[config.mk]
export PLATFORM = sky130hd
export DESIGN_NAME = lfsr_seq_ctrl
export DESIGN_NICKNAME = d
export VERILOG_FILES = /design/src/rtl/lfsr_seq_pkg.sv /design/src/rtl/lfsr_seq_cnt.sv /design/src/rtl/lfsr_seq_ctrl.sv
export SDC_FILE = /design/constraint.sdc
export NUM_CORES = 1
export LEC_CHECK = 0
export ABC_AREA = 0
export ABC_CLOCK_PERIOD_IN_PS = 3060
export CORE_ASPECT_RATIO = 0.5
export CORE_MARGIN = 3
export CORE_UTILIZATION = 25
export DETAILED_ROUTE_END_ITERATION = 10
export PLACE_DENSITY = 0.51
export SYNTH_ARGS = -nofsm -noshare
export SYNTH_HDL_FRONTEND = slang
export SYNTH_SLANG_ARGS = --single-unit
[constraint.sdc]
create_clock -name i_Clk -period 3.06 [get_ports i_Clk]
set_input_delay 0.459 -clock i_Clk [delete_from_list [all_inputs] [get_ports i_Clk]]
set_output_delay 0.459 -clock i_Clk [all_outputs]
set_load 0.1 [all_outputs]
[src/rtl/lfsr_seq_pkg.sv]
// Shared types and helpers for the LFSR stream sequencer.
// Latency: n/a (types and a constant function only).
// Backpressure: n/a.
package lfsr_seq_pkg;

  typedef enum logic [1:0] {
    IDLE = 2'd0,
    SEED = 2'd1,
    RUN  = 2'd2,
    DONE = 2'd3
  } state_t;

  // All-ones is the lock-up state of an XNOR-feedback LFSR. The caller
  // truncates the 64-bit result to its own width.
  function automatic logic [63:0] lockup_val(input int unsigned width);
    logic [63:0] v;
    v = '0;
    for (int unsigned i = 0; i < 64; i++) begin
      if (i < width) v[i] = 1'b1;
    end
    return v;
  endfunction

endpackage

[src/rtl/lfsr_seq_cnt.sv]
// Word counter, last-beat detect and saturating wrap counter for the sequencer.
// Latency: last is combinational from beat; counts update one cycle after a beat.
// Backpressure: counts only on accepted beats, so stalls leave all state untouched.
// Ports: clk/rst (sync active-high), clear (new run), beat (accepted word),
//        lfsr_done (LFSR is back at its seed), len (captured word count),
//        last (this beat is the final one), wrap_cnt (wraps seen this run).
module lfsr_seq_cnt #(
  parameter int LEN_W = 16
) (
  input  logic             clk,
  input  logic             rst,
  input  logic             clear,
  input  logic             beat,
  input  logic             lfsr_done,
  input  logic [LEN_W-1:0] len,
  output logic             last,
  output logic [LEN_W-1:0] wrap_cnt
);

  logic [LEN_W-1:0] word_cnt;

  // len is never zero while beats are being accepted, so len-1 cannot wrap.
  assign last = beat && (word_cnt == (len - LEN_W'(1)));

  always_ff @(posedge clk) begin
    if (rst) begin
      word_cnt <= '0;
      wrap_cnt <= '0;
    end else if (clear) begin
      word_cnt <= '0;
      wrap_cnt <= '0;
    end else if (beat) begin
      word_cnt <= word_cnt + LEN_W'(1);
      // Beat 0 is the seed itself, so its Done flag is not a wrap.
      if ((word_cnt != '0) && lfsr_done && (wrap_cnt != '1)) begin
        wrap_cnt <= wrap_cnt + LEN_W'(1);
      end
    end
  end

endmodule

[src/rtl/lfsr_seq_ctrl.sv]
// Sequencer that seeds an external XNOR LFSR and streams N of its states.
// Latency: one SEED cycle after start, then one word per accepted beat; Done/Err
//          are registered pulses one cycle after the causing event.
// Backpressure: o_Valid/i_Ready; the LFSR only steps on accepted beats, so o_Data
//               holds while i_Ready is low.
// Ports: command (i_Start/i_Seed/i_Len/i_Abort), status (o_Busy/o_Done/o_Err/
//        o_Wrap_Cnt), stream (o_Data/o_Valid/i_Ready), LFSR control/observe.
module lfsr_seq_ctrl #(
  parameter int NUM_BITS = 3,
  parameter int LEN_W    = 16
) (
  input  logic                i_Clk,
  input  logic                i_Rst,
  input  logic                i_Start,
  input  logic [NUM_BITS-1:0] i_Seed,
  input  logic [LEN_W-1:0]    i_Len,
  input  logic                i_Abort,
  output logic                o_Busy,
  output logic                o_Done,
  output logic                o_Err,
  output logic [LEN_W-1:0]    o_Wrap_Cnt,
  output logic [NUM_BITS-1:0] o_Data,
  output logic                o_Valid,
  input  logic                i_Ready,
  output logic                o_LFSR_Enable,
  output logic                o_LFSR_Seed_DV,
  output logic [NUM_BITS-1:0] o_LFSR_Seed_Data,
  input  logic [NUM_BITS-1:0] i_LFSR_Data,
  input  logic                i_LFSR_Done
);

  import lfsr_seq_pkg::*;

  localparam logic [NUM_BITS-1:0] LOCKUP = NUM_BITS'(lockup_val(NUM_BITS));

  state_t              state, state_nxt;
  logic [NUM_BITS-1:0] seed_q;
  logic [LEN_W-1:0]    len_q;
  logic                done_q, err_q;

  logic start_bad, seed_load, len_load, cnt_clear, enter_done;
  logic lfsr_en, seed_dv, valid, beat, last;

  always_comb begin
    state_nxt  = state;
    start_bad  = 1'b0;
    seed_load  = 1'b0;
    len_load   = 1'b0;
    cnt_clear  = 1'b0;
    enter_done = 1'b0;
    lfsr_en    = 1'b0;
    seed_dv    = 1'b0;
    valid      = 1'b0;
    unique case (state)
      IDLE, DONE: begin
        if (state == DONE) state_nxt = IDLE;
        if (i_Start) begin
          if (i_Seed == LOCKUP) begin
            // Seeding the lock-up state would freeze the LFSR: reject.
            start_bad = 1'b1;
            state_nxt = state;
          end else begin
            seed_load = 1'b1;
            cnt_clear = 1'b1;
            if (i_Len == '0) begin
              state_nxt  = DONE;
              enter_done = 1'b1;
            end else begin
              len_load  = 1'b1;
              state_nxt = SEED;
            end
          end
        end
      end
      SEED: begin
        if (i_Abort) begin
          state_nxt  = DONE;
          enter_done = 1'b1;
        end else begin
          lfsr_en   = 1'b1;
          seed_dv   = 1'b1;
          state_nxt = RUN;
        end
      end
      RUN: begin
        valid   = 1'b1;
        lfsr_en = i_Ready;
        if (i_Abort || last) begin
          state_nxt  = DONE;
          enter_done = 1'b1;
        end
      end
      default: state_nxt = IDLE;
    endcase
  end

  assign beat = valid & i_Ready;

  always_ff @(posedge i_Clk) begin
    if (i_Rst) begin
      state  <= IDLE;
      seed_q <= '0;
      len_q  <= '0;
      done_q <= 1'b0;
      err_q  <= 1'b0;
    end else begin
      state  <= state_nxt;
      done_q <= enter_done;
      err_q  <= start_bad;
      if (seed_load) seed_q <= i_Seed;
      if (len_load)  len_q  <= i_Len;
    end
  end

  lfsr_seq_cnt #(.LEN_W(LEN_W)) u_cnt (
    .clk       (i_Clk),
    .rst       (i_Rst),
    .clear     (cnt_clear),
    .beat      (beat),
    .lfsr_done (i_LFSR_Done),
    .len       (len_q),
    .last      (last),
    .wrap_cnt  (o_Wrap_Cnt)
  );

  assign o_Busy           = (state == SEED) || (state == RUN);
  assign o_Done           = done_q;
  assign o_Err            = err_q;
  assign o_Valid          = valid;
  // Gated so the stream bus reads zero outside RUN even though the LFSR keeps its contents.
  assign o_Data           = valid ? i_LFSR_Data : '0;
  assign o_LFSR_Enable    = lfsr_en;
  assign o_LFSR_Seed_DV   = seed_dv;
  // The LFSR's Done compare watches this continuously, so it only changes on an accepted start.
  assign o_LFSR_Seed_Data = seed_q;

endmodule

==> run_results.csv <==
group,metric,value,unit
logic_synthesis,synth_edf_count,0,
timing,rsz0062_at_grt,"no",
finish,layout.nets,441,
job,cap_viol_max_count,0,
detailed_routing,wl,7786,um
logic_synthesis,synth-seq-cells,55,
pwr,p_total,2825,uW
timing,setup_ws,0.4687,ns
timing,finalCritPeriodShare,0.8468,
timing,slew_headroom,0.6139,
place,post-place-ws,0.4798,ns
timing,fin_tns_setup,0,ns
worst_setup_path,slowest_stage,"nor3b_1",
clock_tree,cts.path.max_buffers,2,
floorplanning,die-area,13420,um2
logic_synthesis,synth.cell_area,2997,um2
logic_synthesis,synth_commonest_cells,"nor2_1 (57), dfxtp_1 (55), xor2_1 (25)",
logic_synthesis,syn_nets,386,
clock_tree,clock-root-buffer,"clkbuf_16",
clock_tree,cts_buffers,5,
clock_tree,clock_sinks,55,
clock_tree,clkLatencyLatePin,0.30,ns
detailed_routing,viasPerCell,4.680,
detailed_routing,drtIter0Drc,115,
pwr,p_per_area,729.1,nW/um2
finish,fillers,1244,
place,place_congestion,0.7930,
hold_path,holdPathStages,2,
finish,fin_util,0.3414,
logic_synthesis,yosys.cell_count.top_type,"nor2_1",
clock_tree,htree_num_levels,2,
floorplanning,dieHeight,83.42,um
place,portBuffers,55,
finish,area_growth,29.31,%
logic_synthesis,synth-async-reset-ratio,0,
worst_setup_path,critical_path_class,"reg -> reg",
timing,fin_skew,0.01238,ns
detailed_routing,drcViolationCount,0,
clock_tree,clk_pin_slew,0.07,ns
clock_tree,cts_hold_buf,0,
floorplanning,rows,27,
logic_synthesis,synthFlopType,"dfxtp_1",
timing,worstMarginPinSlew,0.5779,ns
timing,slew_violations,0,
worst_setup_path,path_cells,"inv_1, ha_1, nor3b_1, nand3_1, xor2_1, a211oi_1, o2111ai_2, a211o_1",
floorplanning,core-area,11350,um2
grt,grt_pass1_vias,2411,
detailed_routing,ant_nets,0,
grt,grt_max_degree,19,
pwr,leakage,0.001519,uW
logic_synthesis,yosysTopAreaCell,"dfxtp_1",
logic_synthesis,synth.top_cell.area_share,0.3674,
logic_synthesis,synth-seq-area-share,0.3674,
clock_tree,post_cts_buffers,0,
finish,drive_above_1_share,0.1327,
timing,hold_viol,0,
clock_tree,cts_tree,"yes",
logic_synthesis,avgSynthCellArea,8.537,um2
worst_setup_path,critPathMaxStageDelay,0.52,ns
grt,grt_pass1_wl,12740,um
worst_setup_path,cp.required,3.25,ns
worst_setup_path,endpoint_kind,"flop",
logic_synthesis,yosys_warnings,0,
logic_synthesis,synthCells,351,
floorplanning,ios,56,
grt,antenna_found_initial,0,
logic_synthesis,synthTopCellsByArea,"dfxtp_1 (37%), xor2_1 (7.3%), nor2_1 (7.1%), xnor2_1 (6.1%), mux2i_1 (6.0%)",
detailed_routing,routedWlPerCell,13.76,um
worst_setup_path,critPathMaxFanout,5,
clock_tree,cts-resized-gates,0,
place,dp_hpwl,6010,um
pwr,ir_drop,0.3381,mV
finish,antennaDiodeCount,0,
floorplanning,fp.dieW,160.8,um
hold_path,hp-class,"reg -> reg",
grt,grt_usage,0.1171,
timing,setup_viol,0,
run_status,status,"finished clean",
worst_setup_path,rr_worst_depth,8,
grt,overflow,0,
timing,period_minus_slack,2.591,ns
detailed_routing,drt_pre_antenna_iters,4,
timing,fmax,0.3859,GHz
detailed_routing,vias,2649,
floorplanning,initial_utilization,0.2640,
worst_setup_path,start_kind,"flop",
worst_setup_path,crit_arrival,2.78,ns
logic_synthesis,ys_types,49,
[registers in the layout (all words and copies together), names as in the netlist]
name / count
o_Done: 1
state: 2
u_cnt.wrap_cnt: 16
o_Err: 1
len_q: 16
o_LFSR_Seed_Data: 3
u_cnt.word_cnt: 16
[report_power, final]
part,internal [uW],switching [uW]
clock,392,285
sequential,787,93.2
combinational,452,816
total,1630,1190
[critical path: cells and delay by family, from the launching register on]
| family | cells | cell delay, ns |
|---|---|---|
| AOI/OAI and AO/OA | 3 | 0.93 |
| xor gates and xnor gates | 1 | 0.18 |
| adders and majority gates | 1 | 0.21 |
| buffers and inverters | 1 | 0.07 |
| DFF | 1 | 0.36 |
| and+or+nand+nor | 2 | 0.72 |
[through the flow]
stage	cells	hold slack (ns)	area (um2)
2_1_floorplan	351	0.4837	3007
3_3_place_gp	558	0.4979	3702
3_5_place_dp	558	0.5067	3702
4_1_cts	566	0.5150	3875
5_1_grt	566	0.5513	3875
6_report	566	0.5115	3875
[placed cells by master (no fill, tap or decap), drive strengths merged, types with 2 or more instances in the layout]
cell type / n
nor2: 57
dfxtp: 55
buf: 33
clkdlybuf4s50: 27
xor2: 25
xnor2: 21
mux2i: 18
nand2: 15
nand3: 15
inv: 15
nor3: 15
o21ai: 11
a21oi: 10
nand4: 10
nor4: 10
ha: 7
and4: 6
clkbuf: 5
and2: 4
a31oi: 4
and3: 4
or3: 4
nand2b: 3
o221a: 3
nor2b: 3
o2111ai: 3
nor3b: 2
a211oi: 2
nand4b: 2
and3b: 2
[worst paths after layout]
| check | start | endpoint | slack, ns |
|---|---|---|---|
| max reg2reg | len_q[0] | state[0] | 0.47 |
| min | u_cnt.wrap_cnt[12] | u_cnt.wrap_cnt[12] | 0.51 |
| min reg2reg | u_cnt.wrap_cnt[12] | u_cnt.wrap_cnt[12] | 0.51 |
| max | len_q[0] | state[0] | 0.47 |
[layout make-up]
cell class                      instances  area (um2)  share of cell area
Multi-Input combinational cell        270        1807              0.4663
Clock inverter                          3       47.55             0.01227
Tap cell                              159       198.9             0.05134
Sequential cell                        55        1101              0.2841
Timing Repair Buffer                   60       543.0              0.1401
Inverter                               14       52.55             0.01356
Clock buffer                            5       125.1             0.03229
[kinds of logic (layout without fill, tap and decap cells)]
logic type      after synthesis  count (layout)  share of synthesized area
compound gates               42              42                    0.09979
xor+xnor                     46              46                     0.1344
fa+ha+maj                     7               7                    0.02923
buf+inv                      26              82                    0.03298
flops                        55              55                     0.3674
mux                          18              18                    0.06012
simple gates                157             157                     0.2760
[layer usage]
layer	global-route usage	vias up	wire length, um
met5	0	-	0
met4	0.02810	0	61
met3	0.03438	5	495
met2	0.1651	53	3210
met1	0.1728	1235	4019
li1	-	1356	-
(Power assumes the default switching activity.)
